==> config.mk <==
export PLATFORM = sky130hd
export DESIGN_NAME = pipe_barrel_shifter
export DESIGN_NICKNAME = d
export VERILOG_FILES = /design/src/rtl/barrel_pkg.sv /design/src/rtl/shift_stage.sv /design/src/rtl/pipe_barrel_shifter.sv
export SDC_FILE = /design/constraint.sdc
export NUM_CORES = 1
export LEC_CHECK = 0
export CAP_MARGIN = 20
export CELL_PAD_IN_SITES_DETAIL_PLACEMENT = 0
export CELL_PAD_IN_SITES_GLOBAL_PLACEMENT = 2
export CORE_MARGIN = 5
export CORE_UTILIZATION = 35
export DETAILED_ROUTE_END_ITERATION = 6
export GPL_ROUTABILITY_DRIVEN = 1
export GPL_TIMING_DRIVEN = 0
export PLACE_DENSITY = 0.87
export SLEW_MARGIN = 10
export SYNTH_ARGS = -nofsm -noshare
export SYNTH_HDL_FRONTEND = slang
export SYNTH_SLANG_ARGS = --single-unit
==> constraint.sdc <==
create_clock -name clk -period 2.1 [get_ports clk]
set_input_delay 0.525 -clock clk [delete_from_list [all_inputs] [get_ports clk]]
set_output_delay 0.525 -clock clk [all_outputs]
set_load 0.02 [all_outputs]
==> src/rtl/barrel_pkg.sv <==
// Shared types for the pipelined barrel shifter: shift modes, per-stage control
// payload and the legal-width rule.
package barrel_pkg;

  typedef enum logic [1:0] {
    MODE_SLL = 2'b00,
    MODE_SRL = 2'b01,
    MODE_SRA = 2'b10,
    MODE_ROL = 2'b11
  } mode_t;

  // Control that travels alongside the partial result through every stage.
  typedef struct packed {
    logic  valid;
    mode_t mode;
  } stage_t;

  localparam int MIN_WIDTH = 8;
  localparam int MAX_WIDTH = 64;

  function automatic bit width_ok(input int w);
    return (w >= MIN_WIDTH) && (w <= MAX_WIDTH) && ((w & (w - 1)) == 0);
  endfunction

endpackage

==> src/rtl/shift_stage.sv <==
// One barrel-shifter stage: conditional shift by DIST (a power of two) plus its
// pipeline register with hold enable. Macro BARREL_ROTATE_EN enables the ROL wrap.
module shift_stage
  import barrel_pkg::*;
#(
  parameter int WIDTH = 16,
  parameter int DIST  = 1,
  localparam int SHW  = $clog2(WIDTH),
  localparam int SEL  = $clog2(DIST)
) (
  input  logic             clk,
  input  logic             rst_n,
  input  logic             en,
  input  stage_t           d_ctrl,
  input  logic [WIDTH-1:0] d_data,
  input  logic [SHW-1:0]   d_shamt,
  output stage_t           q_ctrl,
  output logic [WIDTH-1:0] q_data,
  output logic [SHW-1:0]   q_shamt,
  output logic             q_zero
);

  logic [WIDTH-1:0] shifted;
  logic [WIDTH-1:0] result;

  // Earlier SRA stages replicate the sign, so the partial MSB is still the original sign.
  always_comb begin
    shifted = {d_data[WIDTH-DIST-1:0], {DIST{1'b0}}};
    case (d_ctrl.mode)
      MODE_SRL: shifted = {{DIST{1'b0}}, d_data[WIDTH-1:DIST]};
      MODE_SRA: shifted = {{DIST{d_data[WIDTH-1]}}, d_data[WIDTH-1:DIST]};
`ifdef BARREL_ROTATE_EN
      MODE_ROL: shifted = {d_data[WIDTH-DIST-1:0], d_data[WIDTH-1:WIDTH-DIST]};
`endif
      default:  shifted = {d_data[WIDTH-DIST-1:0], {DIST{1'b0}}};
    endcase
  end

  assign result = d_shamt[SEL] ? shifted : d_data;

  always_ff @(posedge clk or negedge rst_n) begin
    if (!rst_n) begin
      q_ctrl.valid <= 1'b0;
      q_ctrl.mode  <= MODE_SLL;
      q_data       <= '0;
      q_shamt      <= '0;
      q_zero       <= 1'b1;
    end else if (en) begin
      q_ctrl  <= d_ctrl;
      q_data  <= result;
      q_shamt <= d_shamt;
      q_zero  <= (result == '0);
    end
  end

endmodule

==> src/rtl/pipe_barrel_shifter.sv <==
// Pipelined barrel shifter: SHW stages, stage k shifts by 2^k, whole-pipe stall on
// output backpressure. Macro BARREL_ROTATE_EN makes mode 11 a rotate instead of SLL.
module pipe_barrel_shifter
  import barrel_pkg::*;
#(
  parameter int WIDTH = 16,
  localparam int SHW  = $clog2(WIDTH)
) (
  input  logic             clk,
  input  logic             rst_n,
  input  logic             in_valid,
  output logic             in_ready,
  input  logic [WIDTH-1:0] in_data,
  input  logic [SHW-1:0]   in_shamt,
  input  logic [1:0]       in_mode,
  output logic             out_valid,
  input  logic             out_ready,
  output logic [WIDTH-1:0] out_data,
  output logic             out_zero
);

  if (!width_ok(WIDTH)) begin : g_bad_width
    $error("pipe_barrel_shifter: WIDTH must be a power of two between 8 and 64");
  end

  // Index 0 is the input beat; index gi+1 is the register of stage gi.
  stage_t           ctrl_s  [SHW+1];
  logic [WIDTH-1:0] data_s  [SHW+1];
  logic [SHW-1:0]   shamt_s [SHW+1];
  logic             zero_s  [SHW];
  logic             advance;

  // Every stage moves together, so a bubble never blocks progress unless the head stalls.
  assign advance  = !out_valid || out_ready;
  assign in_ready = advance;

  assign ctrl_s[0].valid = in_valid;
  assign ctrl_s[0].mode  = mode_t'(in_mode);
  assign data_s[0]       = in_data;
  assign shamt_s[0]      = in_shamt;

  for (genvar gi = 0; gi < SHW; gi++) begin : g_stage
    shift_stage #(
      .WIDTH (WIDTH),
      .DIST  (1 << gi)
    ) u_stage (
      .clk     (clk),
      .rst_n   (rst_n),
      .en      (advance),
      .d_ctrl  (ctrl_s[gi]),
      .d_data  (data_s[gi]),
      .d_shamt (shamt_s[gi]),
      .q_ctrl  (ctrl_s[gi+1]),
      .q_data  (data_s[gi+1]),
      .q_shamt (shamt_s[gi+1]),
      .q_zero  (zero_s[gi])
    );
  end

  assign out_valid = ctrl_s[SHW].valid;
  assign out_data  = data_s[SHW];
  assign out_zero  = zero_s[SHW-1];

endmodule

==> results, run 1 <==
- The wire length per cell is 16.3 um.
- The signal on the critical path passes through clkdlybuf4s50_1 > nor2b_1 > buf_4 > inv_4 > buf_6 > buf_6.
- The final count of negative-setup-slack endpoints is 0.
- The width of the die is 121 um.
- In this run the cell area of the synthesized design comes to 4300 um^2.
- The global routing usage on met2 is 28.6%.
- The final critical path takes up 97.2% of the cycle.
- The count of nets left with antenna violations once routing finished came out at 0.
- The DRC violation total after the first TritonRoute iteration is 183.
- The routability congestion estimate is 0.900.
- The largest area contributor in the netlist is dfrtp_1.
- The flow ran to the end, and the final reports show no timing, DRC or antenna violations.
- The via count of the first global-routing pass is 3781.
- Yosys printed 0 warnings.
- dfrtp_1 is the most common cell in the netlist.
- The pin count of the biggest net entering global routing is 45.
- Ranked by total cell area, the synthesized netlist is headed by dfrtp_1, a211oi_1, a21o_1.
- The global-route layer with the greatest usage is met2.
- The number of remaining DRC errors is 0.
- The number of synthesized register bits is 81.
- The start-to-end type of the worst setup path is input pin to primary output.
- The number of buffer and inverter instances along the worst setup path is 5.
- The share of final-layout standard cells stronger than drive strength 1 is 11.6%.
- The multi-input combinational cells in the finished layout cover a total of 2000 um^2.
- The number of inserted diodes is 0.
- The peak per-stage delay on the critical path is 0.40 ns.
- TritonCTS built the clock tree.
- The areal power density over the cells is 1550 nW/um^2.
- In this design, the critical path's most frequently occurring cell is buf_6.
- For this run, the top clock speed supported by timing is 0.490 GHz.
- Measured along the y axis, the die boundary spans 121 um.
- The filler cell count in the final layout is 1227.
- The clock sink total is 81.
- The average via count per standard cell is 5.38.
- The number of distinct standard cells referenced by the synthesized netlist is 32.
- The clock latency at the later pin of the worst-skew pair is 0.33 ns.
- The register area is 2030 um^2.
- The count of buffers added on input and output ports is 44.
- The analysis attributes to cell leakage a power of 2.40 nW.
- The H-tree generated during clock tree synthesis spans 3 levels.
- The number of nets in the synthesized netlist is 512.
- Across the VDD grid, the largest voltage drop is 0.581 mV.
- The total routing usage reported by global routing is 15.9%.
- The per-instance average area after synthesis is 9.00 um^2.
- Of all nets on the critical path, the largest fanout is 10.
- The buffer levels on the longest clock path is 2.
- At the end of the flow, the number of nets in the layout was 563.
- The number of cell rows is 40.
- The signal arrival time at the worst endpoint is 1.52 ns.
- Setup repair after global routing left no endpoint under its margin.
- The worst path meets setup with 0.0596 ns of slack.
- Summed over all nets, the half-perimeter wirelength after detailed placement is 8690 um.
- The startpoint kind of the worst setup timing path is an input pin.
- The routed design has 11100 um of wire.
- The final critical delay including setup and external delays is 2.04 ns.
- Among cell families on the critical path, the largest total delay comes from buffers and inverters.
- The number of hold violations in the final report is 0.
- The kind of path behind the tightest hold check is input pin to asynchronous set/reset pin.
- Counting flops with a built-in enable in the synthesized netlist gives 0.
- The main flop type after synthesis is dfrtp_1.
- The worst-path cell with the longest stage delay is clkdlybuf4s50_1.
- The buffer cell driving the clock tree root is clkbuf_16.
- Once the floorplan was initialized, standard cells occupied 35.8% of the core.
- The worst setup path is captured at a primary output.
- For this run, global-route usage on met3 was measured as 2.05%.
- The sequential area share after synthesis is 47.1%.
- In this run the biggest area consumer among cell types represents 46.5% of the synthesized area.
- The clock buffer count from CTS is 9.
- The largest clock skew in the final design is 0.00810 ns.
- The measured slew at the worst slew-check pin is 0.544 ns.
- The number of instances in the synthesized netlist is 478.
- The required time at the worst-slack endpoint is 1.57 ns.
- The clock transition at the register clock pins on the worst setup and hold paths after CTS is 0.06 ns.
- The met1 demand-to-capacity share in global routing is 18.6%.
- Relative to the synthesized area, the layout overhead comes to 24.0%.
- The initial antenna violation count was 0.
- The die covers 14600 um^2.
- The placeable core region is 12000 um^2.
- The via total after detailed routing is 3659.
- The first global-routing pass estimated 18700 um of wire.
- The number of pins with negative max-slew slack in the final report was 0.
- The count of max-cap constraint violations is 0.
- The first-pass detailed-route iteration total is 4.
- By count the netlist is led by dfrtp_1, nand2_1, nor2_1, a211oi_1, clkbuf_1.
- The number of ports placed on the die boundary is 45.
- The remaining global-route overflow is 0.
- Prior to clock tree synthesis, the placed netlist has a worst setup slack of -1.25 ns.
- The async set or reset register ratio after synthesis is 100%.
- The sum of negative setup slack is 0 ns.
- The worst relative slew slack is 63.7%.
-- routing by layer --
| metal | share of wire [%] | vias to the layer above |
|---|---|---|
| li1 | - | 1807 |
| met1 | 43 | 1735 |
| met2 | 50 | 90 |
| met3 | 3.0 | 27 |
| met4 | 3.3 | 0 |
| met5 | 0 | - |
-- where the power goes --
group | total, W | switching [W] | internal, W | leakage [nW]
logic | 0.00363 | 0.00199 | 0.00165 | 1.25
registers | 0.00287 | 0.000649 | 0.00222 | 0.993
clock network | 0.00175 | 0.000594 | 0.00115 | 0.155
total | 0.00825 | 0.00323 | 0.00503 | 2.40
-- worst register-to-register path: cells and delay by family, from the launching register on --
family                   cells  cell delay [ns]
buffers and inverters        1             0.19
AND/OR/NAND/NOR              1             0.07
flip-flops                   1             0.40
adder cells (fa/ha/maj)      1             0.45
AO/OA/AOI/OAI                3             0.79
-- cell usage in the layout (no fill, tap or decap), types with 10 or more instances in the layout --
master,count
clkbuf_1,22
dfrtp_1,80
nand2_1,74
a22oi_1,33
o21ai_0,29
clkbuf_2,10
a211oi_1,35
clkdlybuf4s50_1,42
a21o_1,37
buf_4,19
a32oi_1,11
nor2_1,45
a31oi_1,13
inv_1,12
-- kinds of logic (layout without fill, tap and decap cells) --
group / Yosys count / count (layout) / share of synthesized area [%]
AOI/OAI and AO/OA: 177 / 177 / 29.0
buffers and inverters: 70 / 125 / 7.50
DFF: 81 / 81 / 47.1
muxes: 2 / 2 / 0.523
adders and majority gates: 8 / 8 / 2.33
and+or+nand+nor: 140 / 140 / 13.5
-- state kept, by name, indices dropped and copies added (netlist names) --
signal	count
g_stage.u_stage.q_shamt	6
g_stage.u_stage.q_data	64
g_stage.u_stage.q_ctrl	10
g_stage.u_stage.q_zero	1
-- worst paths after layout --
kind / start / end / slack (ns) / cells after the start
worst max-delay path: out_ready / in_ready / 0.06 / 6
worst min-delay path: rst_n / g_stage[3].u_stage.q_data[2] / 0.16 / 1
worst max register to register: g_stage[2].u_stage.q_ctrl[1] / g_stage[3].u_stage.q_zero / 0.14 / 6
worst min register to register: g_stage[2].u_stage.q_ctrl[2] / g_stage[2].u_stage.q_ctrl[2] / 0.47 / 2
max in group asynchronous: rst_n / g_stage[0].u_stage.q_data[2] / 1.33 / 2
min in group clk: g_stage[2].u_stage.q_ctrl[2] / g_stage[2].u_stage.q_ctrl[2] / 0.47 / 2
-- timing repair --
| item | 4_1_cts | 5_1_grt |
|---|---|---|
| gates resized for setup | 22 | 20 |
| buffers inserted | 1 | 0 |
| hold buffers | 0 | 0 |
| setup endpoints to repair | 55 | 48 |
-- stage by stage --
stage | utilization, % | hold slack (ns) | area [um^2] | instances | total power, W
after CTS | 44.3 | 0.172 | 5320 | 682 | 0.00829
after detailed placement | 41.2 | 0.454 | 4950 | 670 | 0.00649
after floorplan | - | 0.229 | 4300 | 478 | 0.00526
after global routing | 44.4 | 0.210 | 5340 | 680 | 0.00885
final | 44.4 | 0.161 | 5340 | 680 | 0.00825
after global placement | 41.0 | 0.447 | 4930 | 669 | 0.00638
-- final cells by class --
class	count	area share, %
plain buffers	50	5.09
clock inverters	5	1.97
inverters	14	1.03
multi-input cells	327	37.5
flip-flops and latches	81	38.0
repair buffers	46	8.74
clock buffers	10	4.29
well taps	147	3.45
Power figures use the tool's default switching activity.
==> run 2, diff against run 1 <==
--- a/config.mk
+++ b/config.mk
@@ -8,6 +8,7 @@
 export CAP_MARGIN = 20
 export CELL_PAD_IN_SITES_DETAIL_PLACEMENT = 0
 export CELL_PAD_IN_SITES_GLOBAL_PLACEMENT = 2
+export CORE_ASPECT_RATIO = 1.5
 export CORE_MARGIN = 5
 export CORE_UTILIZATION = 35
 export DETAILED_ROUTE_END_ITERATION = 6
==> results, run 2 (same netlist as run 1, synthesis figures left out) <==
- The routability congestion estimate was 0.956 (+6.1%).
- The largest registers in the layout are g_stage.u_stage.q_data: 64 flops, g_stage.u_stage.q_ctrl: 10 flops, g_stage.u_stage.q_shamt: 6 flops.
- The via count of the first global-routing pass is 3939 (+4.2%).
- Setup repair after global routing could not meet its margin everywhere.
- The worst setup path is captured at a primary output.
- The biggest fanout along the worst timing path is 10 (unchanged).
- The placeable core region came to 12000 um^2 (about the same).
- The share of final-layout standard cells stronger than drive strength 1 was 13.2% (+1.6 points).
- The maximum vdd ir drop was 0.454 mV (-22%).
- The areal power density over the cells is 1550 nW/um^2 (+0.46%).
- The CTS H-tree depth was 3 (unchanged).
- The detailed-route wire length was 11600 um (+4.6%).
- The met1 demand-to-capacity share in global routing is 16.0% (-2.7 points).
- The number of remaining DRC errors was 0 (unchanged).
- The final count of negative-setup-slack endpoints was 0 (unchanged).
- The maximum operating frequency is 0.485 GHz (-0.95%).
- The number of nets in the final layout is 565 (+0.36%).
- The filler cell count in the final layout is 1185 (-3.4%).
- The clock transition at the register clock pins on the worst setup and hold paths after CTS is 0.06 ns (about the same).
- The pin count of the biggest net entering global routing is 44 (-2.2%).
- The met3 routing resource usage after global routing is 2.93% (+0.87 points).
- The overall die area is 14700 um^2 (+0.31%).
- The number of port buffers is 44 (unchanged).
- The share of the cycle needed by the critical path after routing is 98.1% (+0.93 points).
- The number of pins with negative max-slew slack in the final report is 0 (unchanged).
- CTS placed an instance of clkbuf_16 at the clock tree root.
- The DRC violation total after the first TritonRoute iteration is 140 (-23%).
- The remaining global-route overflow is 0 (unchanged).
- The buffer levels on the longest clock path is 2 (unchanged).
- The largest clock skew in the final design is 0.00806 ns (-0.0000417 ns).
- The leading cell type in the layout, fill and taps excluded is dfrtp_1.
- The required time at the worst-slack endpoint is 1.57 ns (about the same).
- The start-to-end type of the worst setup path is input pin to primary output.
- The leakage power is 2.43 nW (+1.1%).
- The via total after detailed routing is 3722 (+1.7%).
- The power share of the sequential group was 34.6% (-0.2 points).
- The detailed placer's ending HPWL is 9260 um (+6.5%).
- The clock share of power is 21.4% (+0.2 points).
- The number of hold violations in the final report is 0 (unchanged).
- The switching power as a share of total power is 39.3% (+0.22 points).
- The count of hold-fix buffers inserted at cts is 0 (unchanged).
- The final critical delay including setup and external delays is 2.06 ns (+0.0196 ns).
- The final cell area excluding filler cells was 5410 um^2 (+1.3%).
- The total routing usage reported by global routing came to 16.6% (+0.74 points).
- The number of inserted diodes came to 0 (unchanged).
- The wire length per cell is 16.9 um (+3.2%).
- The initial core utilization was 35.8% (about the same).
- The signal arrival time at the worst endpoint was 1.53 ns (about the same).
- The clock sink total is 81 (unchanged).
- The startpoint of the lowest-slack register-to-register path is g_stage[0].u_stage.q_ctrl[0].
- The flow ran to the end, and the final reports show no timing, DRC or antenna violations.
- The switching power total came to 0.00331 W (+2.4%).
- The worst relative slew slack is 60.3% (-3.5 points).
- The non-filler instance count after layout is 689 (+1.3%).
- Tracing the worst setup path back leads to its startpoint at out_ready.
- The fraction of power consumed by combinational cells is 44.0% (about the same).
- The internal power component was 0.00510 W (+1.4%).
- The number of ports placed on the die boundary is 45 (unchanged).
- The startpoint kind of the worst setup timing path is an input pin.
- The min-delay analysis places its worst path in the category input pin to asynchronous set/reset pin.
- The top cell types in the final layout, fill and taps aside, are dfrtp_1, nand2_1, nor2_1.
- The register bank with the most flops is g_stage.u_stage.q_data.
- The width of the die came to 101 um (-17%).
- The global routing usage on met2 was 32.0% (+3.4 points).
- The first-pass GRT wire length is 19100 um (+2.2%).
- The flip-flop count of the largest register after layout is 64 (unchanged).
- The initial antenna violation count is 0 (unchanged).
- The measured slew at the worst slew-check pin came to 0.596 ns (+0.0519 ns).
- The final antenna-violating net count came to 0 (unchanged).
- The total cell area at the placement stage was 4950 um^2 (+0.15%).
- The vertical extent of the die came to 146 um (+21%).
- The clock buffer count from CTS was 9 (unchanged).
- The number of cell rows is 49 (+23%).
- The area growth from synthesis to layout is 25.7%.
- The clock latency at the later pin of the worst-skew pair is 0.33 ns (about the same).
- The count of max-cap constraint violations came to 0 (unchanged).
- TritonCTS built the clock tree.
- The global-route layer with the greatest usage is met2.
- The placed instance count came to 676 (+0.90%).
- The average via count per standard cell came to 5.40 (+0.39%).
- The first-pass detailed-route iteration total is 4 (unchanged).
[run 2: changes by cell type in the layout (fill, tap and decap cells not counted), moves of 2 or more]
cell / delta
a22oi_2: +4
a211oi_1: -2
a22oi_1: -4
a211oi_2: +2
clkbuf_4: +2
[run 2: power groups by stage]
stage               Sequential, W  Combinational [W]  Clock [W]
finish                    0.00290            0.00370    0.00180
global route              0.00297            0.00413    0.00189
CTS                       0.00289            0.00365    0.00183
detailed placement        0.00292            0.00362          0
global placement          0.00290            0.00355          0
floorplan                 0.00266            0.00260          0
[run 2: per-layer routing]
layer  vias to the layer above  share of wire [%]  wire length (um)
li1                       1818                  -                 -
met1                      1783                 35              4110
met2                        92                 57              6640
met3                        29                3.3               388
met4                         0                4.1               482
met5                         -                  0                 0
[run 2: final cells by class]
type                    count  area [um^2]  share of cell area [%]
multi-input cells         327         2040                    37.7
flip-flops and latches     81         2030                    37.5
repair buffers             47          470                    8.70
plain buffers              51          279                    5.16
clock buffers              11          243                    4.49
well taps                 153          191                    3.54
clock inverters             5          103                    1.90
inverters                  14         55.1                    1.02
[run 2: worst max-delay path: stages]
cell and delay (ns):
clkdlybuf4s50_1 0.40, nor2b_1 0.11, clkbuf_4 0.18, inv_4 0.04, buf_6 0.13, buf_4 0.15
[run 2: worst paths after layout]
check                                           endpoint  slack, ns  cells past startpoint
max                                             in_ready       0.04                      6
min                         g_stage[3].u_stage.q_data[6]       0.15                      1
max reg2reg                g_stage[1].u_stage.q_data[10]       0.08                      7
min reg2reg                 g_stage[3].u_stage.q_data[8]       0.47                      2
max in group asynchronous      g_stage[3].u_stage.q_zero       1.30                      2
min in group clk            g_stage[3].u_stage.q_data[8]       0.47                      2
[run 2: repair_timing]
item | in CTS | in global routing
pin swaps | 0 | 1
buffers inserted | 2 | 0
resized for setup | 20 | 29
setup endpoints to repair | 45 | 44
[run 2: through the flow]
stage	utilization (%)	hold slack, ns	setup TNS [ns]	total power (W)	setup slack, ns
after floorplan	-	0.229	0	0.00526	0.0586
after global placement	41.1	0.448	-210.95	0.00645	-2.24
after detailed placement	41.2	0.456	-32.91	0.00653	-1.22
after CTS	44.3	0.165	-0.392	0.00836	-0.0593
after global routing	45.0	0.187	-0.0442	0.00899	-0.0442
final	45.0	0.150	0	0.00840	0.0400
